===== src/rtl/video_pkg.sv =====
// video_pkg
// Shared constants and types for the video subsystem: VRAM geometry, the
// data width, the VRAM layout used by the scanline fetcher, and the
// arbiter state encoding.
package video_pkg;

  localparam int RAM_SIZE       = 8192;
  localparam int RAM_ADDR_WIDTH = $clog2(RAM_SIZE);
  localparam int XLEN           = 8;

  // Where the fetcher finds the pixel rows, and the spacing between rows.
  localparam logic [RAM_ADDR_WIDTH-1:0] VRAM_BASE  = RAM_ADDR_WIDTH'('h400);
  localparam logic [RAM_ADDR_WIDTH-1:0] ROW_STRIDE = RAM_ADDR_WIDTH'('h20);

  typedef enum logic [0:0] {
    ARB_IDLE     = 1'b0,
    ARB_CPU_DONE = 1'b1
  } arb_state_t;

endpackage


===== src/rtl/vram_arbiter.sv =====
// vram_arbiter
// Shares one single-port synchronous VRAM (1-cycle read latency) between the
// scanline fetcher and the CPU. Video always wins and returns data exactly
// one cycle after its strobe. The CPU is served in free cycles with a
// req/ack handshake. A sticky flag records excessive CPU waiting.
//
// Ports
//   clk, rst                    clock, async active-high reset
//   vid_req/vid_addr            fetch strobe and address
//   vid_data/vid_valid          fetched byte, valid one cycle after vid_req
//   cpu_req/cpu_we/cpu_addr/
//   cpu_wdata                   CPU request, held until cpu_ack
//   cpu_rdata/cpu_ack           CPU read data and completion pulse
//   cpu_starved                 sticky starvation flag
//   ram_addr/ram_we/ram_wdata   RAM command (combinational)
//   ram_rdata                   RAM read data
//
// state        | meaning
// ARB_IDLE     | free to grant video or CPU
// ARB_CPU_DONE | CPU access issued last cycle; ack it, video may still fetch
module vram_arbiter
  import video_pkg::*;
#(
  parameter int RAM_SIZE       = video_pkg::RAM_SIZE,
  parameter int RAM_ADDR_WIDTH = $clog2(RAM_SIZE),
  parameter int XLEN           = video_pkg::XLEN,
  parameter int STARVE_LIMIT   = 64
) (
  input  logic                      clk,
  input  logic                      rst,
  input  logic                      vid_req,
  input  logic [RAM_ADDR_WIDTH-1:0] vid_addr,
  output logic [XLEN-1:0]           vid_data,
  output logic                      vid_valid,
  input  logic                      cpu_req,
  input  logic                      cpu_we,
  input  logic [RAM_ADDR_WIDTH-1:0] cpu_addr,
  input  logic [XLEN-1:0]           cpu_wdata,
  output logic [XLEN-1:0]           cpu_rdata,
  output logic                      cpu_ack,
  output logic                      cpu_starved,
  output logic [RAM_ADDR_WIDTH-1:0] ram_addr,
  output logic                      ram_we,
  output logic [XLEN-1:0]           ram_wdata,
  input  logic [XLEN-1:0]           ram_rdata
);

  localparam int CNT_W = $clog2(STARVE_LIMIT + 1);
  localparam logic [CNT_W-1:0] CNT_MAX = CNT_W'(STARVE_LIMIT);

  arb_state_t       state;
  logic             cpu_grant;
  logic             cpu_wait;
  logic             rd_pending;
  logic [XLEN-1:0]  rdata_hold;
  logic [CNT_W-1:0] wait_cnt;

  // Gating with rst keeps a write from reaching the RAM while in reset and
  // drops any CPU access that would otherwise be granted during reset.
  assign cpu_grant = !rst && (state == ARB_IDLE) && cpu_req && !vid_req;
  assign cpu_wait  = (state == ARB_IDLE) && cpu_req && vid_req;

  always_comb begin
    ram_addr  = '0;
    ram_we    = 1'b0;
    ram_wdata = '0;
    if (vid_req) begin
      ram_addr = vid_addr;
    end else if (cpu_grant) begin
      ram_addr  = cpu_addr;
      ram_we    = cpu_we;
      ram_wdata = cpu_wdata;
    end
  end

  always_ff @(posedge clk or posedge rst) begin
    if (rst) begin
      state      <= ARB_IDLE;
      rd_pending <= 1'b0;
      vid_valid  <= 1'b0;
    end else begin
      state      <= cpu_grant ? ARB_CPU_DONE : ARB_IDLE;
      rd_pending <= cpu_grant && !cpu_we;
      vid_valid  <= vid_req;
    end
  end

  assign cpu_ack = (state == ARB_CPU_DONE);

  // The RAM output register supplies the data in the return cycle; the hold
  // register keeps the last CPU read byte visible afterwards.
  always_ff @(posedge clk or posedge rst) begin
    if (rst) begin
      rdata_hold <= '0;
    end else if (cpu_ack && rd_pending) begin
      rdata_hold <= ram_rdata;
    end
  end

  assign cpu_rdata = (cpu_ack && rd_pending) ? ram_rdata : rdata_hold;
  assign vid_data  = vid_valid ? ram_rdata : '0;

  always_ff @(posedge clk or posedge rst) begin
    if (rst) begin
      wait_cnt    <= '0;
      cpu_starved <= 1'b0;
    end else begin
      if (cpu_grant) begin
        wait_cnt <= '0;
      end else if (cpu_wait && (wait_cnt != CNT_MAX)) begin
        wait_cnt <= wait_cnt + 1'b1;
      end
      // Set on the same edge the counter reaches the limit.
      if (cpu_wait && (wait_cnt == CNT_MAX - CNT_W'(1))) begin
        cpu_starved <= 1'b1;
      end
    end
  end

endmodule


===== config.mk =====
export PLATFORM = sky130hd
export DESIGN_NAME = vram_arbiter
export DESIGN_NICKNAME = d
export VERILOG_FILES = /design/src/rtl/video_pkg.sv /design/src/rtl/vram_arbiter.sv
export SDC_FILE = /design/constraint.sdc
export NUM_CORES = 1
export LEC_CHECK = 0
export ABC_AREA = 1
export BUFFER_PORTS_ARGS = -buffer_cell sky130_fd_sc_hd__buf_2
export CAP_MARGIN = 10
export CORE_MARGIN = 8
export CORE_UTILIZATION = 40
export CTS_BUF_LIST = sky130_fd_sc_hd__clkbuf_8
export DETAILED_ROUTE_END_ITERATION = 8
export HOLD_SLACK_MARGIN = 0.05
export PLACE_DENSITY = 0.8
export SETUP_SLACK_MARGIN = 0.3
export SYNTH_ARGS = -nofsm -noshare
export SYNTH_HDL_FRONTEND = slang
export SYNTH_SLANG_ARGS = --single-unit

===== constraint.sdc =====
create_clock -name clk -period 1.84 [get_ports clk]
set_clock_uncertainty 0.2 [all_clocks]
set_input_delay 0.276 -clock clk [delete_from_list [all_inputs] [get_ports clk]]
set_output_delay 0.276 -clock clk [all_outputs]
set_load 0.05 [all_outputs]

==> metrics.log, run 1 <==
[metrics] worst hold slack: 77.8 ps
[metrics] TritonCTS Sinks: 19
[metrics] Post-synth EDFFs: 0
[metrics] critical register-to-register path endpoint: wait_cnt[1]
[metrics] failing checks: negative setup slack
[metrics] leading register cell type out of synthesis: sky130_fd_sc_hd__dfrtp_1
[metrics] count of unique library cells instantiated by Yosys: 19
[metrics] effective utilization at floorplan: 42.2%
[metrics] combined flip-flop and latch cell area: 478 µm²
[metrics] number of cells after detailed placement: 259
[metrics] crit path launch: cpu_ack
[metrics] RSZ-0062 raised after global routing: true
[metrics] DR DRC count: 0
[metrics] result of the run: finished, violations left
[metrics] Synth Net Count: 191
[metrics] HPWL after detailed placement: 3260 µm
[metrics] class of the worst hold path: primary input to flip-flop
[metrics] final setup margin: -110 ps
[metrics] Tightest Pin Transition: 263 ps
[metrics] ordered cell list for the critical path: nor2_4 > nand3_4 > clkbuf_16 > nor2_4 > buf_6
[metrics] die area: 4890 µm²
[metrics] global-route wire length before repair: 7560 µm
[metrics] async set or reset register ratio after synthesis: 100%
[metrics] quantity of I/O buffers inserted on ports: 87
[metrics] count of synthesis-stage warnings from yosys: 0
[metrics] Period minus WS final: 1950 ps
[metrics] adder-cell share of the synthesized area: 2.15%
[metrics] final antenna-violating net count: 0
[metrics] area of the placeable core: 2760 µm²
[metrics] count of vias placed by the detailed router: 1420
[metrics] worst r2r path cells: 6
[metrics] largest family of logic cells by synthesized area: simple AND/OR/NAND/NOR gates
[metrics] register area share after synthesis: 40.9%
[metrics] post-layout instance count excluding filler cells: 268
[metrics] fin nets: 287
[metrics] fraction of final layout cells sized beyond drive strength 1: 62.0%
[metrics] latest clock arrival within the worst-skew pair: 260 ps
[metrics] Final Slew Violations: 0
[metrics] final estimated routing congestion in global placement: 0.769
[metrics] Total Power: 1.58 mW
[metrics] most frequent cells after synthesis: sky130_fd_sc_hd__inv_1 (26), sky130_fd_sc_hd__nand2_1 (24), sky130_fd_sc_hd__dfrtp_1 (19)
[metrics] vias in the first global route: 1524
[metrics] Crit Path Category: flip-flop to primary output
[metrics] total power density per cell area: 681 nW/µm²
[metrics] most prevalent standard cell on the critical path: sky130_fd_sc_hd__nor2_4
[metrics] sum of negative setup slack: -1160 ps
[metrics] xor and xnor area share after synthesis: 2.26%
[metrics] instance count of the mapped netlist: 142
[metrics] highest attainable clock frequency: 0.513 GHz
[metrics] Detailed Route WL: 5780 µm
[metrics] antenna violations before repair: 0
[metrics] area share of the largest cell type after synthesis: 40.9%
[metrics] Util after Layout: 84.3%
[metrics] library cell with the highest instance count after synthesis: sky130_fd_sc_hd__inv_1
[metrics] critical path arrival: 1470 ps
[metrics] clock buffer depth: 2
[metrics] cell chosen for the clock root: sky130_fd_sc_hd__clkbuf_8
[metrics] largest stage delay on the critical path: 450 ps
[metrics] Setup Viol. Count Final: 30
[metrics] total of max-cap violations: 0
[metrics] routed len/inst: 21.6 µm
[metrics] final period utilization: 106%
[metrics] global-route usage over all layers: 19.1%
[metrics] Iter 0 DRT Violations: 73
[metrics] fill count: 127
[metrics] sort of element at the end of the critical path: primary output
[metrics] Die Ht: 69.9 µm
[metrics] origin of the critical flop-to-flop path: wait_cnt[0]
[metrics] multiplexer area fraction after synthesis: 7.75%
[metrics] remaining global-route overflow: 0
[metrics] pin count of the biggest net entering global routing: 20
[metrics] row count: 19
[metrics] IO Pins: 88
[metrics] post-synthesis area per instance: 8.19 µm²
[metrics] leakage power: 1.30 nW
[metrics] drt via density: 5.30
[metrics] # H-tree levels: 1
[metrics] leading area contributor after synthesis: sky130_fd_sc_hd__dfrtp_1
[metrics] footprint of the multi-input gates: 782 µm²
[metrics] worst reg2reg setup slack: 220 ps
[metrics] Rel. slew slack: 82.4%
[metrics] clock transition time at the flip-flop clock pins of the worst setup and hold paths: 80 ps
[metrics] width of the chip: 69.9 µm
[metrics] number of buffers added by the clock tree synthesis step: 3
[metrics] synthesized-area fraction occupied by ao, oa, aoi and oai cells: 11.8%
[metrics] simple-gate share of the synthesized area: 23.1%
[metrics] cell with the biggest individual delay on the critical path: sky130_fd_sc_hd__dfrtp_2
[metrics] number of endpoints with negative hold slack in the final report: 0
[metrics] startpoint class of the critical path: flip-flop
[metrics] number of synthesized register bits: 19
[metrics] clock tree from TritonCTS: yes
[metrics] Worst EP required: 1360 ps
[metrics] total inserted antenna cells: 0
[metrics] 1st-pass router iterations: 4
[metrics] Worst Path Max Fanout: 5
[metrics] summed instance area of the synthesized netlist: 1160 µm²
[metrics] largest vdd supply drop: 0.893 mV
[metrics] Setup crit end: ram_we
[metrics] ranking of synthesized cells by area: sky130_fd_sc_hd__dfrtp_1 (41%), sky130_fd_sc_hd__a22o_1 (9.8%), sky130_fd_sc_hd__inv_1 (8.4%)
[metrics] area added between synthesis and finish: 99.9%
==> per-layer routing <==
metal	up-vias	part of all wire (%)	global-route usage (%)
met3	11	10	10.0
met1	685	34	17.3
met2	84	54	35.4
met4	0	2.1	6.47
li1	640	-	-
met5	-	0	0
==> cells in the final DEF (no fill, tap or decap), drive strengths merged <==
cell / instances
o21ai: 1
nand3: 17
mux2: 8
clkinvlp: 1
buf: 93
ha: 2
dlygate4sd3: 2
o21bai: 1
clkinv: 2
clkbuf: 4
a22o: 13
dfrtp: 19
xor2: 3
inv: 27
nor3: 1
nand2: 24
nor2: 19
==> through the flow <==
| step | area, µm² | worst slack [ps] |
|---|---|---|
| after global routing | 2320 | -140 |
| after detailed placement | 1840 | 102 |
| after floorplan | 1370 | 82.8 |
| after CTS | 2180 | -51.4 |
| final | 2320 | -110 |
| after global placement | 1840 | 134 |
==> cells by family (layout without fill, tap and decap cells) <==
kind of cell | count (synthesis) | after routing
DFF | 19 | 19
AOI/OAI and AO/OA | 15 | 15
muxes | 8 | 8
and+or+nand+nor | 61 | 61
buffers and inverters | 34 | 129
xor gates and xnor gates | 3 | 3
adders and majority gates | 2 | 2
==> registers in the layout, summed over array words and instances, names as in the netlist <==
signal	flops
rdata_hold	8
wait_cnt	7
cpu_ack	1
cpu_starved	1
rd_pending	1
vid_valid	1
==> worst max-delay path, delay by kind of cell (launching register included) <==
kind          cells  cell delay (ps)
simple gates      3              380
buf+inv           2              380
flops             1              450
==> where the power goes <==
group          switching (mW)  internal [mW]
Clock                   0.151          0.151
Combinational           0.456          0.310
Sequential             0.0451          0.468
Total                   0.652          0.929
==> timing repair <==
action / in CTS / in global routing
cloned: 0 / 1
setup endpoints to repair: 45 / 39
resized for setup: 86 / 33
hold buffers: 2 / 0
buffers inserted: 1 / 1
endpoints found under the hold margin: 20 / 0
pin swaps: 3 / 6
==> final cells by class <==
| type | count | area share [%] |
|---|---|---|
| timing repair buffer | 96 | 36.7 |
| multi-input combinational | 89 | 33.7 |
| sequential | 19 | 20.6 |
| inverter | 29 | 5.39 |
| clock buffer | 3 | 1.78 |
| tap | 31 | 1.67 |
| clock inverter | 1 | 0.215 |
==> worst min path at each step <==
| stage | startpoint | to | slack, ps | cells after the start |
|---|---|---|---|---|
| 2_1_floorplan | rst | cpu_starved | -60 | 1 |
| 3_3_place_gp | rst | cpu_starved | 180 | 3 |
| 5_1_grt | ram_rdata[3] | rdata_hold[3] | 80 | 2 |
| 3_5_place_dp | rst | rdata_hold[0] | 190 | 3 |
| 4_1_cts | ram_rdata[4] | rdata_hold[4] | 80 | 2 |
| 6_report | ram_rdata[3] | rdata_hold[3] | 80 | 2 |
(Power assumes the default switching activity.)
==> run 2, diff against run 1 <==
--- a/config.mk
+++ b/config.mk
@@ -13,7 +13,7 @@
 export CTS_BUF_LIST = sky130_fd_sc_hd__clkbuf_8
 export DETAILED_ROUTE_END_ITERATION = 8
 export HOLD_SLACK_MARGIN = 0.05
-export PLACE_DENSITY = 0.8
+export PLACE_DENSITY = 0.78
 export SETUP_SLACK_MARGIN = 0.3
 export SYNTH_ARGS = -nofsm -noshare
 export SYNTH_HDL_FRONTEND = slang
==> run 2 against run 1 <==
Effect of this change:
- the flow still finishes with violations (negative setup slack)
- first-iteration DRC count is 49% lower
- cell count is 3.0% higher
- count of clock-buffer cells in the layout stayed put
- clock power is 3% higher
- critical endpoint is now ram_wdata[0]
==> metrics.log, run 2 (synthesis results as in run 1) <==
[metrics] result of the run: finished, violations left (unchanged)
[metrics] failing checks: negative setup slack (unchanged)
[metrics] HPWL after detailed placement: 3240 µm (was 3260 µm)
[metrics] width of the chip: 69.9 µm (unchanged)
[metrics] global-route usage over all layers: 18.2% (was 19.1%)
[metrics] clock tree from TritonCTS: yes (unchanged)
[metrics] Area after DPL: 1860 µm² (was 1840 µm²)
[metrics] effective utilization at floorplan: 42.2% (unchanged)
[metrics] final setup margin: -109 ps (was -110 ps)
[metrics] RSZ-0062 raised after global routing: true (unchanged)
[metrics] leakage power: 1.33 nW (was 1.30 nW)
[metrics] switching power total: 653 µW (was 652 µW)
[metrics] max reg flops: 8 (unchanged)
[metrics] TritonCTS Sinks: 19 (unchanged)
[metrics] vias in the first global route: 1523 (was 1524)
[metrics] area of all placed cells without fillers: 2420 µm² (was 2320 µm²)
[metrics] class of the worst hold path: primary input to flip-flop (unchanged)
[metrics] Setup Viol. Count Final: 30 (unchanged)
[metrics] worst reg2reg setup slack: 80 ps (was 220 ps)
[metrics] clock transition time at the flip-flop clock pins of the worst setup and hold paths: 80 ps (about the same)
[metrics] Util after Layout: 87.7% (was 84.3%)
[metrics] drt via density: 5.18 (was 5.30)
[metrics] post-layout instance count excluding filler cells: 276 (was 268)
[metrics] area added between synthesis and finish: 108% (was 99.9%)
[metrics] remaining global-route overflow: 0 (unchanged)
[metrics] largest reg by FF count: rdata_hold (unchanged)
[metrics] final estimated routing congestion in global placement: 0.784 (was 0.769)
[metrics] total of max-cap violations: 0 (unchanged)
[metrics] IO Pins: 88 (unchanged)
[metrics] Iter 0 DRT Violations: 37 (was 73)
[metrics] number of endpoints with negative hold slack in the final report: 0 (unchanged)
[metrics] total power density per cell area: 657 nW/µm² (was 681 nW/µm²)
[metrics] Period minus WS final: 1950 ps (about the same)
[metrics] # H-tree levels: 1 (unchanged)
[metrics] most used cells in the layout excluding fill and tap cells: sky130_fd_sc_hd__buf_2 (49), sky130_fd_sc_hd__buf_6 (21), sky130_fd_sc_hd__buf_8 (21), sky130_fd_sc_hd__inv_1 (19), sky130_fd_sc_hd__dfrtp_1 (17) (was sky130_fd_sc_hd__buf_2 (48), sky130_fd_sc_hd__buf_8 (23), sky130_fd_sc_hd__inv_1 (22), sky130_fd_sc_hd__nand2_1 (19), sky130_fd_sc_hd__dfrtp_1 (17))
[metrics] row count: 19 (unchanged)
[metrics] Final Slew Violations: 0 (unchanged)
[metrics] fraction of final layout cells sized beyond drive strength 1: 66.5% (was 62.0%)
[metrics] final period utilization: 106% (about the same)
[metrics] count of vias placed by the detailed router: 1431 (was 1420)
[metrics] total inserted antenna cells: 0 (unchanged)
[metrics] Rel. slew slack: 82.9% (was 82.4%)
[metrics] antenna violations before repair: 0 (unchanged)
[metrics] switching power as a share of total power: 41.1% (was 41.2%)
[metrics] Tightest Pin Transition: 255 ps (was 263 ps)
[metrics] fin nets: 295 (was 287)
[metrics] most common library cell in the layout ignoring fill and taps: sky130_fd_sc_hd__buf_2 (unchanged)
[metrics] part of the power in combinational logic: 48.0% (was 48.4%)
[metrics] critical path arrival: 1470 ps (about the same)
[metrics] DR DRC count: 0 (unchanged)
[metrics] cell chosen for the clock root: sky130_fd_sc_hd__clkbuf_8 (unchanged)
[metrics] Die Ht: 69.9 µm (unchanged)
[metrics] Crit Path Category: flip-flop to primary output (unchanged)
[metrics] largest registers ranked by flip-flop count: rdata_hold x8, wait_cnt x7 (unchanged)
[metrics] number of buffers added by the clock tree synthesis step: 3 (unchanged)
[metrics] clock buffer depth: 2 (unchanged)
[metrics] area of the placeable core: 2760 µm² (unchanged)
[metrics] combined flip-flop and latch cell area: 478 µm² (unchanged)
[metrics] footprint of the multi-input gates: 776 µm² (was 782 µm²)
[metrics] final antenna-violating net count: 0 (unchanged)
[metrics] highest attainable clock frequency: 0.513 GHz (about the same)
[metrics] quantity of I/O buffers inserted on ports: 87 (unchanged)
[metrics] Worst Path Max Fanout: 6 (was 5)
[metrics] global-route wire length before repair: 7290 µm (was 7560 µm)
[metrics] routed len/inst: 19.3 µm (was 21.6 µm)
[metrics] fill count: 126 (was 127)
[metrics] 1st-pass router iterations: 4 (unchanged)
[metrics] largest vdd supply drop: 0.723 mV (was 0.893 mV)
[metrics] sort of element at the end of the critical path: primary output (unchanged)
[metrics] number of cells after detailed placement: 261 (was 259)
[metrics] Internal: 936 µW (was 929 µW)
[metrics] die area: 4890 µm² (unchanged)
[metrics] latest clock arrival within the worst-skew pair: 270 ps (was 260 ps)
[metrics] Seq pwr share: 32.4% (was 32.5%)
[metrics] startpoint class of the critical path: flip-flop (unchanged)
[metrics] Worst EP required: 1360 ps (about the same)
[metrics] fraction of power consumed by the clock network: 19.5% (was 19.1%)
[metrics] pin count of the biggest net entering global routing: 20 (unchanged)
[metrics] Detailed Route WL: 5320 µm (was 5780 µm)
## run 2: through the flow
step	setup slack [ps]	total power, mW	TNS, ps	hold WS (ps)
global route	-137	1.64	-3270	98.7
finish	-109	1.59	-2220	84.3
CTS	-79.9	1.51	-1410	73.8
floorplan	82.8	0.949	0	-62.3
global placement	133	1.09	0	205
detailed placement	77.6	1.10	0	213
## run 2: final timing paths
| kind | depth (start not counted) | startpoint | endpoint |
|---|---|---|---|
| min in group asynchronous | 4 | rst | wait_cnt[0] |
| min reg2reg | 1 | cpu_starved | cpu_starved |
| max reg2reg | 7 | cpu_ack | wait_cnt[2] |
| min | 2 | ram_rdata[3] | rdata_hold[3] |
| max | 5 | cpu_ack | ram_wdata[0] |
| max in group asynchronous | 4 | rst | cpu_ack |
## run 2: power by group through the flow
stage / logic (mW) / registers [mW] / clock network [mW]
6_report: 0.763 / 0.515 / 0.310
5_1_grt: 0.800 / 0.517 / 0.318
4_1_cts: 0.700 / 0.507 / 0.300
3_5_place_dp: 0.588 / 0.515 / 0
3_3_place_gp: 0.579 / 0.511 / 0
2_1_floorplan: 0.439 / 0.510 / 0
## run 2: cell type report
cell class,instances,area share [%]
clock buffers,3,1.71
repair buffers,104,39.5
flip-flops and latches,19,19.8
clock inverters,1,0.207
multi-input cells,89,32.1
well taps,31,1.60
inverters,29,5.17
## run 2: per-layer routing
metal / share of wire [%] / GRT usage [%]
met1: 35 / 17.1
met2: 50 / 30.5
met3: 13 / 11.4
met4: 2.2 / 8.26
met5: 0 / 0
## run 2: repair_timing
action                                  4_1_cts  5_1_grt
hold buffers                                  2        0
endpoints found under the hold margin        20        0
pin swaps                                     0       11
gates cloned                                  1        1
buffers inserted                              2        5
endpoints found under the setup margin       39       46
resized for setup                            80       44
## run 2: worst max-delay path: stages, from the launching register on
cell                      delay [ps]
sky130_fd_sc_hd__dfrtp_2         450
sky130_fd_sc_hd__nor2_4          130
sky130_fd_sc_hd__nand3_4         170
sky130_fd_sc_hd__buf_12          190
sky130_fd_sc_hd__nor2_4          110
sky130_fd_sc_hd__buf_8           160
==> run 3, diff against run 2 <==
--- a/config.mk
+++ b/config.mk
@@ -8,13 +8,16 @@
 export ABC_AREA = 1
 export BUFFER_PORTS_ARGS = -buffer_cell sky130_fd_sc_hd__buf_2
 export CAP_MARGIN = 10
+export CELL_PAD_IN_SITES_DETAIL_PLACEMENT = 1
+export CELL_PAD_IN_SITES_GLOBAL_PLACEMENT = 2
 export CORE_MARGIN = 8
-export CORE_UTILIZATION = 40
+export CORE_UTILIZATION = 18
 export CTS_BUF_LIST = sky130_fd_sc_hd__clkbuf_8
 export DETAILED_ROUTE_END_ITERATION = 8
 export HOLD_SLACK_MARGIN = 0.05
-export PLACE_DENSITY = 0.78
+export PLACE_DENSITY = 0.74
 export SETUP_SLACK_MARGIN = 0.3
 export SYNTH_ARGS = -nofsm -noshare
 export SYNTH_HDL_FRONTEND = slang
 export SYNTH_SLANG_ARGS = --single-unit
+export TNS_END_PERCENT = 30
==> constraint.sdc (replaced) <==
create_clock -name clk -period 1.7 [get_ports clk]
set_clock_uncertainty 0.2 [all_clocks]
set_input_delay 0.255 -clock clk [delete_from_list [all_inputs] [get_ports clk]]
set_output_delay 0.255 -clock clk [all_outputs]
set_load 0.05 [all_outputs]
==> run 3 against run 2 <==
Effect of this change:
- critical path depth unchanged
- the run still ends with negative setup slack left
- critical path type unchanged
- routed wire length fell by 16%
- worst setup slack worse by 54 ps
- sequential power rose by 10%
- cell count rose by 13%
- core utilization shrank 49 points
- clock power increased by 6.5%
- largest cell class is now multi-input gates
==> metrics.log, run 3 (synthesis results as in run 1) <==
[metrics] Worst Path Max Fanout: 9 (was 6)
[metrics] area of the placeable core: 6310 µm² (was 2760 µm²)
[metrics] quantity of I/O buffers inserted on ports: 87 (unchanged)
[metrics] Tightest Pin Transition: 272 ps (was 255 ps)
[metrics] Post-Place Setup Slack: 18.5 ps (was 77.6 ps)
[metrics] vias in the first global route: 1493 (was 1523)
[metrics] Die Ht: 96.4 µm (was 69.9 µm)
[metrics] final estimated routing congestion in global placement: 0.678 (was 0.784)
[metrics] area added between synthesis and finish: 108% (about the same)
[metrics] row count: 29 (was 19)
[metrics] 1st-pass router iterations: 4 (unchanged)
[metrics] IO Pins: 88 (unchanged)
[metrics] fill count: 742 (was 126)
[metrics] critical path arrival: 1410 ps (was 1470 ps)
[metrics] Internal: 1.02 mW (was 936 µW)
[metrics] final antenna-violating net count: 0 (unchanged)
[metrics] largest reg by FF count: rdata_hold (unchanged)
[metrics] leakage power: 1.26 nW (was 1.33 nW)
[metrics] Final Slew Violations: 0 (unchanged)
[metrics] Crit Path Category: flip-flop to primary output (unchanged)
[metrics] most common library cell in the layout ignoring fill and taps: sky130_fd_sc_hd__buf_2 (unchanged)
[metrics] Seq pwr share: 32.9% (was 32.4%)
[metrics] global-route wire length before repair: 7080 µm (was 7290 µm)
[metrics] Setup Viol. Count Final: 30 (unchanged)
[metrics] latest clock arrival within the worst-skew pair: 260 ps (was 270 ps)
[metrics] fraction of final layout cells sized beyond drive strength 1: 69.5% (was 66.5%)
[metrics] HPWL after detailed placement: 3460 µm (was 3240 µm)
[metrics] clock buffer depth: 2 (unchanged)
[metrics] Rel. slew slack: 82.0% (was 82.9%)
[metrics] final setup margin: -163 ps (was -109 ps)
[metrics] total of max-cap violations: 0 (unchanged)
[metrics] class of the worst hold path: primary input to flip-flop (unchanged)
[metrics] cell chosen for the clock root: sky130_fd_sc_hd__clkbuf_8 (unchanged)
[metrics] total inserted antenna cells: 0 (unchanged)
[metrics] failing checks: negative setup slack (unchanged)
[metrics] number of endpoints with negative hold slack in the final report: 0 (unchanged)
[metrics] remaining global-route overflow: 0 (unchanged)
[metrics] drt via density: 4.31 (was 5.18)
[metrics] antenna violations before repair: 0 (unchanged)
[metrics] most used cells in the layout excluding fill and tap cells: sky130_fd_sc_hd__buf_2 (48), sky130_fd_sc_hd__buf_6 (22), sky130_fd_sc_hd__inv_1 (20), sky130_fd_sc_hd__nand2_1 (19), sky130_fd_sc_hd__buf_8 (18) (was sky130_fd_sc_hd__buf_2 (49), sky130_fd_sc_hd__buf_6 (21), sky130_fd_sc_hd__buf_8 (21), sky130_fd_sc_hd__inv_1 (19), sky130_fd_sc_hd__dfrtp_1 (17))
[metrics] pin count of the biggest net entering global routing: 20 (unchanged)
[metrics] effective utilization at floorplan: 18.4% (was 42.2%)
[metrics] total power density per cell area: 713 nW/µm² (was 657 nW/µm²)
[metrics] width of the chip: 96.4 µm (was 69.9 µm)
[metrics] fin nets: 286 (was 295)
[metrics] RSZ-0062 raised after global routing: true (unchanged)
[metrics] clock tree from TritonCTS: yes (unchanged)
[metrics] count of vias placed by the detailed router: 1349 (was 1431)
[metrics] largest vdd supply drop: 0.350 mV (was 0.723 mV)
[metrics] DR DRC count: 0 (unchanged)
[metrics] startpoint class of the critical path: flip-flop (unchanged)
[metrics] sum of negative setup slack: -3640 ps (was -2220 ps)
[metrics] Detailed Route WL: 4490 µm (was 5320 µm)
[metrics] die area: 9290 µm² (was 4890 µm²)
[metrics] max reg flops: 8 (unchanged)
[metrics] largest registers ranked by flip-flop count: rdata_hold x8, wait_cnt x7 (unchanged)
[metrics] Worst EP required: 1240 ps (was 1360 ps)
[metrics] TritonCTS Sinks: 19 (unchanged)
[metrics] final period utilization: 110%
[metrics] number of buffers added by the clock tree synthesis step: 3 (unchanged)
[metrics] Iter 0 DRT Violations: 21 (was 37)
[metrics] Period minus WS final: 1860 ps
[metrics] global-route usage over all layers: 9.77% (was 18.2%)
[metrics] routed len/inst: 14.3 µm (was 19.3 µm)
[metrics] fraction of power consumed by the clock network: 19.2% (was 19.5%)
[metrics] # H-tree levels: 1 (unchanged)
[metrics] highest attainable clock frequency: 0.537 GHz
[metrics] part of the power in combinational logic: 47.9% (was 48.0%)
[metrics] result of the run: finished, violations left (unchanged)
[metrics] clock transition time at the flip-flop clock pins of the worst setup and hold paths: 80 ps (about the same)
[metrics] sort of element at the end of the critical path: primary output (unchanged)
[metrics] switching power total: 701 µW (was 653 µW)
[metrics] switching power as a share of total power: 40.7% (was 41.1%)
run 3: changes by cell type in the layout (fill, tap and decap cells not counted), sizes merged:
cell / previous run / this run
bufbuf: 1 / 0
buf: 100 / 93
clkbuf: 4 / 3
run 3: final cells by class:
cell class	count	area [µm²]	area share, %
clock buffers	3	41.3	1.71
repair buffers	95	828	34.3
flip-flops and latches	19	482	20.0
inverters	29	125	5.18
multi-input cells	89	836	34.6
clock inverters	1	5.00	0.207
well taps	77	96.3	3.99
run 3: final timing paths:
path | from | slack, ps | end | cells past startpoint
max in group asynchronous | rst | 640 | wait_cnt[0] | 4
min in group asynchronous | rst | 440 | wait_cnt[3] | 4
worst min register to register | cpu_starved | 280 | cpu_starved | 1
worst min-delay path | ram_rdata[7] | 60 | rdata_hold[7] | 2
worst max-delay path | cpu_ack | -160 | ram_wdata[0] | 5
worst max register to register | cpu_ack | 240 | wait_cnt[5] | 6
run 3: power groups by stage:
| stage | registers (mW) | clock network, mW | logic, mW |
|---|---|---|---|
| 2_1_floorplan | 0.551 | 0 | 0.460 |
| 3_3_place_gp | 0.553 | 0 | 0.619 |
| 3_5_place_dp | 0.555 | 0 | 0.627 |
| 4_1_cts | 0.557 | 0.346 | 0.815 |
| 5_1_grt | 0.576 | 0.367 | 0.873 |
| 6_report | 0.567 | 0.330 | 0.824 |
run 3: stage by stage:
stage	power, mW	std cells	hold WS [ps]	instance area, µm²	utilization, %
floorplan	1.01	142	-83.3	1350	-
global placement	1.17	305	176	1870	29.6
detailed placement	1.18	305	178	1870	29.6
CTS	1.72	312	49.0	2330	36.8
global route	1.82	313	53.8	2410	38.2
finish	1.72	313	57.9	2410	38.2
run 3: timing repair:
item	in CTS	in global routing
gates cloned	0	0
hold endpoints to repair	21	0
endpoints found under the setup margin	47	49
setup buffers	1	1
pin swaps	29	10
gates resized for setup	117	23
hold buffers	2	0
run 3: metal layers:
layer | up-vias | GRT usage, % | part of all wire [%]
li1 | 639 | - | -
met1 | 641 | 10.5 | 35
met2 | 65 | 15.7 | 50
met3 | 4 | 4.99 | 13
met4 | 0 | 4.54 | 1.6
met5 | - | 0 | 0
run 3: critical path: stages, from the launching register on:
cell	delay [ps]
sky130_fd_sc_hd__dfrtp_2	450
sky130_fd_sc_hd__nor2_4	120
sky130_fd_sc_hd__nand3_4	130
sky130_fd_sc_hd__buf_12	190
sky130_fd_sc_hd__nor2_4	110
sky130_fd_sc_hd__buf_8	150
